$ cat config.mk
export PLATFORM = sky130hd
export DESIGN_NAME = display_7seg_scan
export DESIGN_NICKNAME = d
export VERILOG_FILES = /design/src/rtl/display_7seg_scan.sv
export SDC_FILE = /design/constraint.sdc
export NUM_CORES = 1
export LEC_CHECK = 0
export CAP_MARGIN = 20
export CORE_ASPECT_RATIO = 1.2
export CORE_MARGIN = 2
export CORE_UTILIZATION = 30
export DETAILED_ROUTE_END_ITERATION = 6
export GPL_ROUTABILITY_DRIVEN = 0
export PLACE_DENSITY_LB_ADDON = 0.2
export SLEW_MARGIN = 30
export SYNTH_ARGS = -nofsm -noshare
export SYNTH_HDL_FRONTEND = slang
export SYNTH_SLANG_ARGS = --single-unit
$ cat constraint.sdc
create_clock -name CLK -period 5.91 [get_ports CLK]
set_clock_uncertainty 0.1 [all_clocks]
set_input_delay 1.182 -clock CLK [delete_from_list [all_inputs] [get_ports CLK]]
set_output_delay 1.182 -clock CLK [all_outputs]
set_load 0.02 [all_outputs]
$ cat src/rtl/display_7seg_scan.sv
// Multiplexed N-digit seven-segment scanner: hex decode, decimal points, blank/blink,
// PWM brightness, one dead cycle per slot, frame tick. All pin outputs registered, active-low.
module display_7seg_scan #(
   parameter int N_DIGITS       = 4,
   parameter int REFRESH_CYCLES = 100000,
   parameter int BRIGHT_W       = 4,
   parameter int BLINK_DIV      = 50000000
) (
   input  logic                    CLK,
   input  logic                    RST,
   input  logic [4*N_DIGITS-1:0]   digits,
   input  logic [N_DIGITS-1:0]     dp_in,
   input  logic [N_DIGITS-1:0]     blank,
   input  logic [N_DIGITS-1:0]     blink_en,
   input  logic [BRIGHT_W-1:0]     bright,
   output logic [0:6]              seg,
   output logic                    dp,
   output logic [0:N_DIGITS-1]     an,
   output logic                    frame_tick
);

   localparam int SEL_W = $clog2(N_DIGITS);
   localparam int CNT_W = $clog2(REFRESH_CYCLES);
   localparam int BLK_W = (BLINK_DIV > 1) ? $clog2(BLINK_DIV) : 1;
   localparam logic [SEL_W-1:0] SEL_MAX = SEL_W'(N_DIGITS - 1);
   localparam logic [CNT_W-1:0] CNT_MAX = CNT_W'(REFRESH_CYCLES - 1);
   localparam logic [BLK_W-1:0] BLK_MAX = BLK_W'(BLINK_DIV - 1);

   function automatic logic [6:0] hex_decode(input logic [3:0] v);
      logic [6:0] s;
      case (v)
         4'h0: s = 7'b0000001;  4'h1: s = 7'b1001111;
         4'h2: s = 7'b0010010;  4'h3: s = 7'b0000110;
         4'h4: s = 7'b1001100;  4'h5: s = 7'b0100100;
         4'h6: s = 7'b0100000;  4'h7: s = 7'b0001111;
         4'h8: s = 7'b0000000;  4'h9: s = 7'b0000100;
         4'hA: s = 7'b0001000;  4'hB: s = 7'b1100000;
         4'hC: s = 7'b0110001;  4'hD: s = 7'b1000010;
         4'hE: s = 7'b0110000;  default: s = 7'b0111000;
      endcase
      return s;
   endfunction

   logic [CNT_W-1:0]    cnt_q, cnt_d;
   logic [SEL_W-1:0]    sel_q, sel_d;
   logic [BRIGHT_W-1:0] pwm_q, pwm_d;
   logic [BLK_W-1:0]    blink_cnt_q, blink_cnt_d;
   logic                blink_ph_q, blink_ph_d;
   logic [0:6]          seg_q, seg_d;
   logic                dp_q, dp_d;
   logic [0:N_DIGITS-1] an_q, an_d;
   logic                frame_tick_q, frame_tick_d;

   logic                cnt_wrap;
   logic                lit_pwm;
   logic [N_DIGITS-1:0] vis;
   logic [6:0]          dec_seg [N_DIGITS];

   assign cnt_wrap = (cnt_q == CNT_MAX);
   assign lit_pwm  = (&bright) | (pwm_q < bright);

   // One-hot visibility per digit; a sel value beyond the last digit matches nothing and stays dark.
   generate
      for (genvar gi = 0; gi < N_DIGITS; gi++) begin : g_digit
         assign dec_seg[gi] = hex_decode(digits[4*gi +: 4]);
         assign vis[gi]     = (sel_q == SEL_W'(gi)) && !blank[gi]
                              && !(blink_en[gi] && blink_ph_q)
                              && lit_pwm && (cnt_q != '0);
         assign an_d[gi]    = ~vis[gi];
      end
   endgenerate

   always_comb begin
      cnt_d        = cnt_wrap ? '0 : cnt_q + 1'b1;
      sel_d        = sel_q;
      if (cnt_wrap) begin
         sel_d = (sel_q == SEL_MAX) ? '0 : sel_q + 1'b1;
      end
      pwm_d        = pwm_q + 1'b1;
      blink_cnt_d  = (blink_cnt_q == BLK_MAX) ? '0 : blink_cnt_q + 1'b1;
      blink_ph_d   = (blink_cnt_q == BLK_MAX) ? ~blink_ph_q : blink_ph_q;
      frame_tick_d = cnt_wrap && (sel_q == SEL_MAX);
      seg_d        = '1;
      dp_d         = 1'b1;
      for (int i = 0; i < N_DIGITS; i++) begin
         if (vis[i]) begin
            seg_d = dec_seg[i];
            dp_d  = ~dp_in[i];
         end
      end
   end

   always_ff @(posedge CLK) begin
      if (RST) begin
         cnt_q        <= '0;
         sel_q        <= '0;
         pwm_q        <= '0;
         blink_cnt_q  <= '0;
         blink_ph_q   <= 1'b0;
         seg_q        <= '1;
         dp_q         <= 1'b1;
         an_q         <= '1;
         frame_tick_q <= 1'b0;
      end else begin
         cnt_q        <= cnt_d;
         sel_q        <= sel_d;
         pwm_q        <= pwm_d;
         blink_cnt_q  <= blink_cnt_d;
         blink_ph_q   <= blink_ph_d;
         seg_q        <= seg_d;
         dp_q         <= dp_d;
         an_q         <= an_d;
         frame_tick_q <= frame_tick_d;
      end
   end

   assign seg        = seg_q;
   assign dp         = dp_q;
   assign an         = an_q;
   assign frame_tick = frame_tick_q;

endmodule

==> results.md <==
- Post-synth EDFFs: 0
- TNS Setup: 0 ns
- Share of cells above drive strength 1: roughly 8.0%
- Max-Cap Viols: 0
- Die area: 14000 sq um
- Synth Cell Area: 3910 sq um
- I/O pin cnt: 47
- Reg2Reg Setup Slack: 3.54 ns
- Flops & latches, synth: 63
- CTS buffer count: 9
- Max Root-Sink Buffers: 2
- RSZ-0062 raised after global routing: false
- CTS resizes: 0
- Total power draw: 0.00109 W
- Inserted Diodes: 0
- Post-layout min period: 3.36 ns
- Clock-pin slew on the worst setup and hold paths: 0.05 ns
- VDD IR max: 141 uV
- Hold crit path type: reg -> reg
- 1st-iter DRT viols: 96
- Synth warnings: 0
- CP Capture Type: flip-flop
- Top cell type's share of synthesized area: 32.2%
- TritonCTS Sinks: 63
- Root Buffer: clkbuf_16
- Crit path DAT: roughly 3.4 ns
- Largest net degree at the start of global routing: 25
- Post-DP HPWL: 6870 um
- Post-synth net total: 528
- 1st-pass router iterations: 4
- Yosys cell types: 54
- Initial antenna violation count: 0
- Post-CTS Setup Inserts: 0
- Fmax: approximately 0.30 GHz
- Worst endpoint required time: 5.95 ns
- Core Area: ~13000 sq um
- CTS H-tree lvls: 3
- Final setup fails: 0
- Leakage: 1.80 nW
- GRT Util Overall: about 14%
- Grt total ovfl: 0
- Routed wire length: 9060 um
- Die H: around 130 um
- WHS: around 0.35 ns
- Final setup margin: 2.55 ns
- Crit start category: primary input
- Crit share post-route: 56.9%
- Number of global-route vias before repair: 3162
- Site row count: 45
- Number of buffers added on ports: between 40 and 50
- Final hold violation count: 0
- Initial Util: 30.9%
- Area Overhead vs Synth: 22.1%
- Die width: 108 um
- CTS tree: done
- PwrDens: approximately 230 nW/um^2
- Fill count: 1281
- Synth Area per Inst: 8.52 sq um
- Slew Viols, Final: 0
- Area leader, netlist: dfxtp_1
- Outcome: finished clean
- CP Class: in -> reg
- Post-route ant nets: 0
- Max transition margin: ~41%
- Nets: between 500 and 600
- Ys async rst share: 0%
- Synth area leaders: dfxtp_1 (32%), ha_1 (11%), nor2_1 (6.9%)
- Global-route wire length before repair: 15200 um
- Sequential share of the synthesized area: 32.2%
- Avg WL per Cell: 13.6 um
- Synth Instances: 459
- Via-per-instance ratio: roughly 4.8
- Vias: around 3200
- Quantity of hold-fixing buffers added after cts: 0
- DP Worst Slack: 2.14 ns
- Critical path fanouts, max: 12
- DR DRC count: 0
- Worst-margin pin slew: 0.882 ns
- Worst-Skew Late Latency: 0.33 ns
- Dominant synthesized flop cell: dfxtp_1
-- per-layer routing --
metal,GRT usage (%),share of wire (%),vias up,routed length [um]
met4,5.43,1.6,0,143
li1,-,-,1669,-
met3,2.82,3.2,7,293
met2,24.9,51,52,4580
met5,0,0,-,0
met1,16.3,45,1484,4050
-- cells in the final DEF (no fill, tap or decap), types with 4 or more instances in the layout --
cell / instances
a21oi_1: 10
and4_1: 5
clkbuf_16: 9
clkdlybuf4s50_1: 46
dfxtp_1: 63
ha_1: 35
inv_1: 29
mux2_2: 9
mux2i_1: 12
mux4_2: 4
nand2_1: 28
nand3_1: 20
nand4_1: 7
nor2_1: 72
nor2b_1: 5
nor3_1: 14
nor4_1: 7
o21ai_0: 20
o311ai_0: 4
xnor2_1: 28
xor2_1: 14
-- sequential cells by signal (all words and copies together) (netlist names) --
register,flops
cnt_q,17
blink_ph_q,1
seg,7
an,4
pwm_q,4
sel_q,2
blink_cnt_q,26
frame_tick,1
dp,1
-- cells by family after synthesis --
kind of cell | after synthesis | share of synthesized area, %
XOR/XNOR | 42 | 9.41
multiplexers | 25 | 7.97
AND/OR/NAND/NOR | 184 | 23.4
buffers and inverters | 49 | 5.60
flip-flops | 63 | 32.2
adder cells (fa/ha/maj) | 35 | 11.2
AO/OA/AOI/OAI | 61 | 10.2
-- area by class of cell --
cell class,count,area (sq um),share of cell area [%]
clock buffers,10,239,5.00
multi-input cells,347,2440,51.1
well taps,164,205,4.30
inverters,29,109,2.28
clock inverters,6,60.1,1.26
repair buffers,46,460,9.64
flip-flops and latches,63,1260,26.4
-- worst paths after layout --
kind / start / to / depth (start not counted)
worst max-delay path: bright[1] / seg[0]$_SDFF_PP1_ / 7
worst min-delay path: blink_cnt_q[0]$_SDFF_PP0_ / blink_cnt_q[0]$_SDFF_PP0_ / 1
worst max register to register: cnt_q[0]$_SDFF_PP0_ / seg[0]$_SDFF_PP1_ / 6
worst min register to register: blink_cnt_q[0]$_SDFF_PP0_ / blink_cnt_q[0]$_SDFF_PP0_ / 1
-- synth_stat cells, types with 9 or more instances --
library cell  count
a21oi_1          10
clkbuf_1         13
dfxtp_1          63
ha_1             35
inv_1            29
mux2_2            9
mux2i_1          12
nand2_1          28
nand3_1          20
nor2_1           72
nor3_1           14
o21ai_0          20
xnor2_1          28
xor2_1           14
-- metrics by stage --
| step | area (sq um) | util, % | instances |
|---|---|---|---|
| finish | 4780 | 37.7 | 665 |
| global route | 4780 | 37.7 | 665 |
| CTS | 4780 | 37.7 | 665 |
| detailed placement | 4480 | 35.3 | 649 |
| global placement | 4470 | 35.3 | 649 |
| floorplan | 3910 | - | 459 |
-- worst max-delay path, stage by stage --
cell and delay [ns]:
clkdlybuf4s50_1 0.48, inv_1 0.05, ha_1 0.28, a21o_1 0.15
a211o_1 0.28, a21oi_1 0.68, o311ai_0 0.30
-- power breakdown --
group          internal, W  switching (W)
logic            0.0000632      0.0000640
clock network     0.000335       0.000186
registers         0.000434     0.00000759
total             0.000832       0.000258
Note: power is estimated with default switching activity, not from simulation.
